--- config.mk ---
export PLATFORM = sky130hd
export DESIGN_NAME = logic_unit_seq
export DESIGN_NICKNAME = d
export VERILOG_FILES = /design/src/rtl/logic_unit_seq_pkg.sv /design/src/rtl/logic_unit_seq_slice.sv /design/src/rtl/logic_unit_seq.sv
export SDC_FILE = /design/constraint.sdc
export NUM_CORES = 1
export LEC_CHECK = 0
export CORE_MARGIN = 3
export CORE_UTILIZATION = 56
export CTS_CLUSTER_DIAMETER = 100
export DETAILED_ROUTE_END_ITERATION = 6
export GPL_ROUTABILITY_DRIVEN = 0
export HOLD_SLACK_MARGIN = 0.06
export PLACE_DENSITY = 0.9
export SLEW_MARGIN = 20
export SYNTH_ARGS = -nofsm -noshare
export SYNTH_HDL_FRONTEND = slang
export SYNTH_SLANG_ARGS = --single-unit
--- constraint.sdc ---
create_clock -name clk -period 2.97 [get_ports clk]
set_input_delay 0.7425 -clock clk [delete_from_list [all_inputs] [get_ports clk]]
set_output_delay 0.7425 -clock clk [all_outputs]
set_load 0.05 [all_outputs]
--- src/rtl/logic_unit_seq_pkg.sv ---
// Shared opcodes, FSM state encoding and sizing helper for the sequential logic unit.
// The ALU top-level decoder imports the same opcode enum.
package logic_unit_seq_pkg;

    typedef enum logic [1:0] {
        OP_AND = 2'b00,
        OP_OR  = 2'b01,
        OP_XOR = 2'b10,
        OP_NOR = 2'b11
    } op_e;

    typedef enum logic [1:0] {
        S_IDLE = 2'b00,
        S_BUSY = 2'b01,
        S_DONE = 2'b10
    } state_e;

    // Counter width for n chunks; a single-chunk unit still keeps a 1-bit counter.
    function automatic int cnt_width(input int n);
        return (n > 1) ? $clog2(n) : 1;
    endfunction

endpackage

--- src/rtl/logic_unit_seq_slice.sv ---
// Purely combinational CHUNK-bit gate array computing AND/OR/XOR/NOR.
// Reused every cycle by the sequential unit; also usable standalone.
module logic_unit_seq_slice
    import logic_unit_seq_pkg::*;
#(
    parameter int CHUNK = 8
) (
    input  op_e              i_op,
    input  logic [CHUNK-1:0] i_a,
    input  logic [CHUNK-1:0] i_b,
    output logic [CHUNK-1:0] o_y
);

    always_comb begin
        // NOTE: default assignment first so no path through the case leaves o_y unassigned (no latch).
        o_y = '0;
        case (i_op)
            OP_AND:  o_y = i_a & i_b;
            OP_OR:   o_y = i_a | i_b;
            OP_XOR:  o_y = i_a ^ i_b;
            OP_NOR:  o_y = ~(i_a | i_b);
            default: o_y = '0;
        endcase
    end

endmodule

--- src/rtl/logic_unit_seq.sv ---
// Multi-cycle bitwise logic unit: one CHUNK-bit slice per clock, LSB chunk first,
// start/busy/done handshake shared with the sequential multiplier; registered out and zero flag.
module logic_unit_seq
    import logic_unit_seq_pkg::*;
#(
    parameter int WIDTH = 32,
    parameter int CHUNK = 8
) (
    input  logic             clk,
    input  logic             reset_n,
    input  logic             start,
    input  logic [1:0]       op,
    input  logic [WIDTH-1:0] i0,
    input  logic [WIDTH-1:0] i1,
    output logic             busy,
    output logic             done,
    output logic [WIDTH-1:0] out,
    output logic             zero
);

    localparam int                N        = WIDTH / CHUNK;
    localparam int                CNT_W    = cnt_width(N);
    localparam logic [CNT_W-1:0]  CNT_LAST = CNT_W'(N - 1);

    state_e             r_state;
    logic [CNT_W-1:0]   r_cnt;
    logic [WIDTH-1:0]   r_a;
    logic [WIDTH-1:0]   r_b;
    logic [WIDTH-1:0]   r_res;
    op_e                r_opr;
    logic               r_zacc;

    logic [CHUNK-1:0]   w_s;
    logic [WIDTH-1:0]   w_res_next;
    logic               w_zacc_next;

    logic_unit_seq_slice #(.CHUNK(CHUNK)) u_slice (
        .i_op (r_opr),
        .i_a  (r_a[CHUNK-1:0]),
        .i_b  (r_b[CHUNK-1:0]),
        .o_y  (w_s)
    );

    // New chunk enters at the top so the LSB chunk ends up at bit 0 after N steps.
    assign w_res_next  = (WIDTH'(w_s) << (WIDTH - CHUNK)) | (r_res >> CHUNK);
    assign w_zacc_next = r_zacc & (w_s == '0);

    always_ff @(posedge clk) begin
        if (!reset_n) begin
            // NOTE: the synchronous reset clears the datapath registers too, so an aborted op leaves nothing behind.
            r_state <= S_IDLE;
            r_cnt   <= '0;
            r_a     <= '0;
            r_b     <= '0;
            r_res   <= '0;
            r_opr   <= OP_AND;
            r_zacc  <= 1'b1;
            busy    <= 1'b0;
            done    <= 1'b0;
            out     <= '0;
            zero    <= 1'b1;
        end else begin
            // NOTE: non-blocking assignments so every register sees the pre-edge values of the others.
            case (r_state)
                S_IDLE, S_DONE: begin
                    done <= 1'b0;
                    if (start) begin
                        r_state <= S_BUSY;
                        r_a     <= i0;
                        r_b     <= i1;
                        r_opr   <= op_e'(op);
                        r_cnt   <= '0;
                        r_zacc  <= 1'b1;
                        busy    <= 1'b1;
                    end else begin
                        r_state <= S_IDLE;
                        busy    <= 1'b0;
                    end
                end
                S_BUSY: begin
                    r_res  <= w_res_next;
                    r_a    <= r_a >> CHUNK;
                    r_b    <= r_b >> CHUNK;
                    r_zacc <= w_zacc_next;
                    if (r_cnt == CNT_LAST) begin
                        r_state <= S_DONE;
                        r_cnt   <= '0;
                        out     <= w_res_next;
                        zero    <= w_zacc_next;
                        busy    <= 1'b0;
                        done    <= 1'b1;
                    end else begin
                        r_cnt <= r_cnt + 1'b1;
                    end
                end
                default: begin
                    r_state <= S_IDLE;
                    busy    <= 1'b0;
                    done    <= 1'b0;
                end
            endcase
        end
    end

endmodule
# [Word level (Yosys, flattened, before mapping)]
# Cells that the tools add are included.
[totals] register_bits=138 latchBits=0 ramBits=0 mem_bits_ro=0 out_inout_bits=35 wordCells=51 mem_count=0
[classes] n_addsub=1 n_mul=0 div=0 magnitude_cmp=0 n_eq_ne=8 n_shift=0 muxes=16 bitwise_logic=6 n_reduce_logical=9
[op_table] operator="$pmux 32 s2" count=2
[op_table] operator="$mux 32" count=2
[op_table] operator="$or 32x24->32" count=1
[op_table] operator="$pmux 8 s4" count=1
[op_table] operator="$and 8x8->8" count=1
[op_table] operator="$eq 2x2->1 const B" count=4
[op_table] operator="$logic_not 8->1" count=1
[op_table] operator="$not 8->8" count=1
[op_table] operator="$or 8x8->8" count=1
[op_table] operator="$pmux 2 s2" count=2
[op_table] operator="$reduce_and 2->1" count=4
[op_table] operator="$xor 8x8->8" count=1
[op_table] operator="$mux 2" count=3
[op_table] operator="$eq 2x1->1 const B" count=2
[op_table] operator="$logic_not 2->1" count=2
[op_table] operator="$mux 1" count=4
[op_table] operator="$ne 2x2->1 const B" count=2
[op_table] operator="$pmux 1 s2" count=2
[op_table] operator="$add 2x1->2 const B" count=1
[op_table] operator="$reduce_bool 2->1" count=1
[op_table] operator="$reduce_or 2->1" count=1
[op_table] operator="$and 1x1->1" count=1

# [Depth between registers and ports, before layout]
# Gate-level depths: netlist of the first run.
[logic_depth] depth_word=6 ltp_mapped=7

# [Hierarchy]
# Synthesis of the first run repeated with hierarchy kept, for this count alone.
[hier_totals] hier_cells=637 hier_area_um2=5688.0
[modules_own_cells] module="logic_unit_seq" instances=1 cells_each=578 area_per_inst_um2=5161.2
[modules_own_cells] module="logic_unit_seq_slice" instances=1 cells_each=59 area_per_inst_um2=526.8

# [Worst setup path after synthesis of the first run]
# OpenSTA, ideal clock, no wires.
[synth_path] path_kind="input -> register" from="input port start" to="register r_a[0]" setup_time_ns=0.128 t_arrival_ns=1.800 required_time_ns=2.842 path_slack_ns=1.042 cell_stages=5 path_buffers=2 path_cell_list="nor2b_1 -> nor2_1 -> clkbuf_1 -> buf_1 -> a21oi_1"
[synth_between] elab_chain_cells=2
[synth_rtl] item="from (decl)" line="logic_unit_seq.sv:11" rtl="input logic start,"
[synth_rtl] item="$ne 2x2->1 (no source line)"
[synth_rtl] item="$reduce_and 2->1 (no source line)"
[synth_rtl] item="to (signal assigned)" line="logic_unit_seq.sv:69" rtl="r_a <= i0;"
[synth_rtl] item="to (signal assigned)" line="logic_unit_seq.sv:82" rtl="r_a <= r_a >> CHUNK;"
[synth_rtl] item="to (decl)" line="logic_unit_seq.sv:27" rtl="logic [WIDTH-1:0] r_a;"
# No other way between the ends.
# A chain may end at the register's enable or synchronous reset.

# [Worst setup path in the final report of the first run]
[layout_path] from="register out[31]" to="output port out[31]"
[layout_rtl] item="from (decl)" line="logic_unit_seq.sv:17" rtl="output logic [WIDTH-1:0] out,"
[layout_rtl] item="from (signal assigned)" line="logic_unit_seq.sv:88" rtl="out <= w_res_next;"
# No word-level cell between the ends.

==> key figures, run 1 <==
Outcome
  – Status: finished, final reports clean

Routing
  – Per-cell routed wire length: 15.98 µm
  – TritonRoute pass-1 iters: 6
  – Via count: 4818
  – Vias/cell: 5.709
  – Antenna Nets Post-Route: 0
  – Post-Route WL: 13.49 mm
  – Drt initial violations: around 200
  – DRC: 0

Final layout
  – Layout overhead on the synthesized area: 31.70%
  – Reg area: 0.002603 mm²
  – Final #Nets: 788
  – Footprint of the multi-input gates: 0.002519 mm²
  – Fillcell total: 622
  – Antenna fix cells: 0
  – Share of layout cells above drive strength 1: 0.08392
  – Final Util: 0.7663

STA
  – Unrepaired setup endpoints after global routing: no
  – Setup Skew: 0.006240 ns
  – Final min period: between 2 and 2.5 ns
  – Period Utilization, post-route: 0.8165
  – Total negative slack: 0 ns
  – Slew @ Worst Pin: between 0.9 and 1 ns
  – FMAX: 412.4 MHz
  – Final setup violation count: 0
  – Rel. slew slack: 0.3903
  – Max-slew violations: 0
  – Hold Fails Final Rpt: 0
  – WHS: 0.4582 ns

Synth
  – Yosys top cell area share: 0.4795
  – Post-synth EDFFs: 0
  – Count leader, synth: dfxtp_1
  – Distinct cells, synth: 41
  – Share of flip-flops with an asynchronous set or reset: 0
  – YS warnings: 0
  – Syn Inst Count: about 600
  – Synthesis-stage register bit count: 130
  – Top FF cell, synth: dfxtp_1
  – Register area share after synthesis: 0.4795
  – Cell taking the most area after synthesis: dfxtp_1
  – Post-Syn Area: 0.005428 mm²
  – Syn Nets: roughly 700
  – Mean post-synth cell area: 8.783 µm²
  – Ranking of synthesized cells by area: dfxtp_1 48%, nand2_1 8.4%, a21boi_0 8.0%
  – Synth top cells by count: 130 x dfxtp_1, 122 x nand2_1, 74 x nor2_1

Die
  – IO Count: 104
  – Die area: 0.01091 mm²
  – Num rows: 35
  – Die Y: 104.5 µm
  – Initial Util: 0.5819
  – Core Area: 0.009328 mm²
  – Die W: 104.5 µm

Setup path
  – Top Family by Delay on Critical Path: buffers and inverters
  – CP cell instances: clkdlybuf4s50_1
  – Maximum fanout along the worst path: 2
  – Crit path launch type: flip-flop
  – FF-to-FF setup slack: 0.74 ns
  – CP endpoint kind: output port
  – Buffers & Inverters on Critical Path: 1
  – Critical path's slowest cell: clkdlybuf4s50_1
  – Crit-path max cell delay: 0.81 ns
  – Reg-to-reg endpoint: zero
  – R2R depth: 5
  – Worst endpoint required time: 2.23 ns
  – Reg2Reg Launch Point: r_opr[0]
  – CP arrival: about 1.7 ns
  – WS Path Type: flip-flop to output port

Global routing
  – Largest net degree at the start of global routing: between 50 and 60
  – Gr usage total: 0.2480
  – Vias in the first global route: 4674
  – Initial antenna violation count: 0
  – First-pass GRT wire length: 21.84 mm
  – Aggregate global routing overflow: 0

Power
  – VDD IR max: 0.4130 mV
  – Tot Pwr: 4712 µW
  – Pwr Density: around 660 mW/mm²
  – Leakage: 0.002656 µW

Clocking
  – Root Buffer: clkbuf_8
  – Clock tree buffer depth: 2
  – Post-CTS Hold Buffers: 0
  – Worst-skew pair later-pin latency: 0.51 ns
  – Clk pin slew, worst setup/hold paths: 0.06 ns
  – CTS resizes: 0
  – H-tree Lvls: 4
  – Num Clock Sinks: 130
  – CTS tree: yes
  – Post-CTS Setup Bufs: 0
  – Cts bufs inserted: 17

Run
  – Max cap viols: 0

Min path
  – Worst hold start: out[2]
  – Tightest Hold Check Type: flip-flop to flip-flop
  – WHS Endpoint: out[2]
  – Hold Path Stages: 2

Place
  – Final HPWL DP: around 9 mm
  – PortBufs: 103
==> kinds of logic after synthesis <==
| group | count (synthesis) | synth area share |
|---|---|---|
| simple gates | 237 | 0.1888 |
| flops | 130 | 0.4795 |
| mux | 1 | 0.001844 |
| fa+ha+maj | 17 | 0.03919 |
| compound gates | 164 | 0.2324 |
| buf+inv | 69 | 0.05832 |
==> state kept, by name, indices dropped and copies added, names as in the netlist <==
register  flops
r_a          32
r_res        24
out          32
r_cnt         2
r_b          32
busy          1
r_state       2
zero          1
r_opr         2
done          1
r_zacc        1
==> cells in the final DEF (no fill, tap or decap), drive strengths merged, types with 2 or more instances in the layout <==
master           n
o21ai            4
o21a             4
nor2            74
o221ai          47
clkdlybuf4s50  102
ha              17
o22ai            2
clkbuf          21
clkinvlp         2
dfxtp          130
bufinv           5
o211a            2
inv             19
a211o            4
nand2          122
clkinv           3
a211oi           4
and2             6
a22oi           17
a21oi           17
nand2b           2
nor2b           28
buf             14
a21boi          58
==> routing by layer <==
| metal | part of all wire | up-vias | GRT usage |
|---|---|---|---|
| met2 | 0.51 | 191 | 0.4433 |
| met1 | 0.41 | 2308 | 0.2819 |
| met3 | 0.065 | 22 | 0.07759 |
| met4 | 0.016 | 0 | 0.07407 |
| met5 | 0 | - | 0 |
| li1 | - | 2297 | - |
==> final cells by class <==
type                       instances  share of cell area
clock inverter                    11             0.02801
tap                              129             0.02258
multi-input combinational        419              0.3524
sequential                       130              0.3641
inverter                          18            0.009452
clock buffer                      21             0.06424
timing repair buffer             116              0.1593
==> per-stage QoR <==
step                setup WS (ns)  instances  area [µm²]
floorplan                   1.042        618        5428
global placement           0.8500        812        6489
detailed placement         0.7676        812        6489
CTS                        0.5320        844        7148
global route               0.4996        844        7148
finish                     0.5449        844        7148
==> worst reg2reg max path: stages, from the launching register on <==
cell	delay (ns)
dfxtp_1	0.71
inv_2	0.19
a211oi_1	0.35
o22ai_1	0.14
or4b_1	0.57
o211ai_1	0.18
==> power breakdown <==
group / internal, µW / switching (µW)
clock: 1520 / 758
combinational: 248 / 278
sequential: 1840 / 65.7
total: 3610 / 1100
==> worst max-delay path by stage <==
stage                 start      end  slack [ns]  cells past startpoint
floorplan             start   r_a[0]        1.04                      5
global placement      start   r_a[2]        0.85                      5
detailed placement    start  r_b[30]        0.77                      6
CTS                 out[31]  out[31]        0.53                      1
global route        out[25]  out[25]        0.50                      1
finish              out[31]  out[31]        0.54                      1
Note: power is estimated with default switching activity, not from simulation.
==> run 2: changes to the inputs <==
CORE_UTILIZATION = 52   (was 56)
PLACE_DENSITY = 0.85   (was 0.9)
clock period = 2.4 ns   (was 2.97 ns; I/O delays follow)
==> run 2 against run 1 <==
Net effect:
- highest routed layer unchanged
- utilization down 5.4 points
- cell count up 0.59%
- via count down 2.4%
- worst hold slack better by 0.0029 ns
- global-route usage down 1.4 points
- critical path type unchanged
- largest power group unchanged
- sequential power up 24%
==> key figures, run 2 (synthesis results as in run 1) <==
Clocking
  – Cts bufs inserted: 17
  – Root Buffer: clkbuf_8
  – Post-CTS Setup Bufs: 0
  – Clk pin slew, worst setup/hold paths: 0.06 ns
  – H-tree Lvls: 4
  – CTS tree: yes
  – Num Clock Sinks: 130
  – Clock tree buffer depth: 2
  – CTS resizes: 0
  – Worst-skew pair later-pin latency: between 0.5 and 0.6 ns
  – Post-CTS Hold Buffers: 0

STA
  – Final min period: 2.310 ns
  – FMAX: 433.0 MHz
  – Setup Skew: 0.007127 ns
  – Rel. slew slack: 0.4760
  – Period Utilization, post-route: 0.9623
  – Unrepaired setup endpoints after global routing: no
  – Max-slew violations: 0
  – Slew @ Worst Pin: 0.7842 ns
  – Hold Fails Final Rpt: 0
  – Total negative slack: 0 ns
  – Final setup violation count: 0

Setup path
  – CP arrival: 1.71 ns
  – CP cell instances: clkdlybuf4s50_1
  – Crit-path max cell delay: 0.82 ns
  – Maximum fanout along the worst path: 2
  – Top Family by Delay on Critical Path: buffers and inverters
  – Critical path's slowest cell: clkdlybuf4s50_1
  – Buffers & Inverters on Critical Path: 1
  – Crit path launch type: flip-flop
  – Worst endpoint required time: 1.80 ns
  – WS Path Type: flip-flop to output port
  – CP endpoint kind: output port

Routing
  – Per-cell routed wire length: 15.70 µm
  – Routed wl met3: 777 µm
  – Antenna Nets Post-Route: 0
  – TritonRoute pass-1 iters: 5
  – Via count: 4704
  – Drt initial violations: 223
  – Met2 WL: ~6.7 mm
  – Post-Route WL: about 13 mm
  – DRC: 0
  – Vias/cell: 5.541
  – Metal-1 WL: 5.579 mm
  – Highest routed layer: met4

Place
  – Final HPWL DP: 9.065 mm
  – PortBufs: 103
  – Placement Cell Area: 0.006506 mm²

Global routing
  – Initial antenna violation count: 0
  – First-pass GRT wire length: 21.74 mm
  – Vias in the first global route: 4683
  – Largest net degree at the start of global routing: 49
  – Gr usage total: 0.2344
  – Aggregate global routing overflow: 0

Outcome
  – Status: finished, final reports clean

Run
  – Max cap viols: 0

Final layout
  – Regs by FF count: out (32), r_a (32), r_b (32)
  – Final #Nets: between 700 and 800
  – Most common cell after layout, fill and taps aside: dfxtp_1
  – Layout overhead on the synthesized area: 30.68%
  – Most frequent cells in the layout: 130 x dfxtp_1, 122 x nand2_1, 102 x clkdlybuf4s50_1
  – Share of layout cells above drive strength 1: 0.08659
  – Antenna fix cells: 0
  – Fin area: 0.007093 mm²

Die
  – Die area: between 0.01 and 0.015 mm²
  – Initial Util: 0.5452
  – Num rows: 36
  – IO Count: 104
  – Die Y: 108.2 µm
  – Die W: approximately 110 µm
  – Core Area: 0.009955 mm²

Min path
  – Tightest Hold Check Type: flip-flop to flip-flop

Power
  – Leakage: between 0.002 and 0.003 µW
  – VDD IR max: between 0.5 and 0.6 mV
  – Pwr Density: 774.9 mW/mm²
## run 2: final cells by class
| type | instances | area [µm²] |
|---|---|---|
| timing repair buffer | 117 | 1146 |
| tap | 133 | 166.4 |
| multi-input combinational | 419 | 2524 |
| clock buffer | 20 | 455.4 |
| clock inverter | 12 | 131.4 |
| inverter | 18 | 67.56 |
| sequential | 130 | 2603 |
| fill | 748 | 2861 |
## run 2: through the flow
step	util	setup WS [ns]	total power, µW	cells	hold WS [ns]
3_5_place_dp	0.6536	0.1934	3035	817	0.4556
6_report	0.7125	0.09040	5497	849	0.4610
5_1_grt	0.7125	0.02244	5712	849	0.4860
4_1_cts	0.7125	0.07569	5516	849	0.4638
3_3_place_gp	0.6531	-0.1419	3003	817	0.4513
2_1_floorplan	-	0.6143	2798	618	0.4407
## run 2: path summary, 6_finish.rpt
check / startpoint / end / slack (ns) / depth (start not counted)
hold reg to reg: out[12] / out[12] / 0.46 / 2
hold / removal: out[12] / out[12] / 0.46 / 2
setup / recovery: done / done / 0.09 / 1
setup reg to reg: r_opr[0] / r_zacc / 0.20 / 5
## run 2: routing by layer
layer  track usage  vias to the layer above
met1        0.2775                     2207
met3       0.05970                       27
met4       0.08476                        0
met2        0.4103                      169
li1              -                     2301
met5             0                        -
## run 2: power by group
group | total [µW] | internal (µW) | leakage, µW | switching (µW)
Clock | 2490 | 1560 | 0.000279 | 933
Sequential | 2360 | 2280 | 0.00106 | 81.0
Combinational | 647 | 306 | 0.00128 | 342
==> run 3: changes to the inputs <==
CTS_CLUSTER_DIAMETER = 50   (was 100)
==> results of run 3 <==
No change in the layout: final DEF, timing and power equal those of run 2.
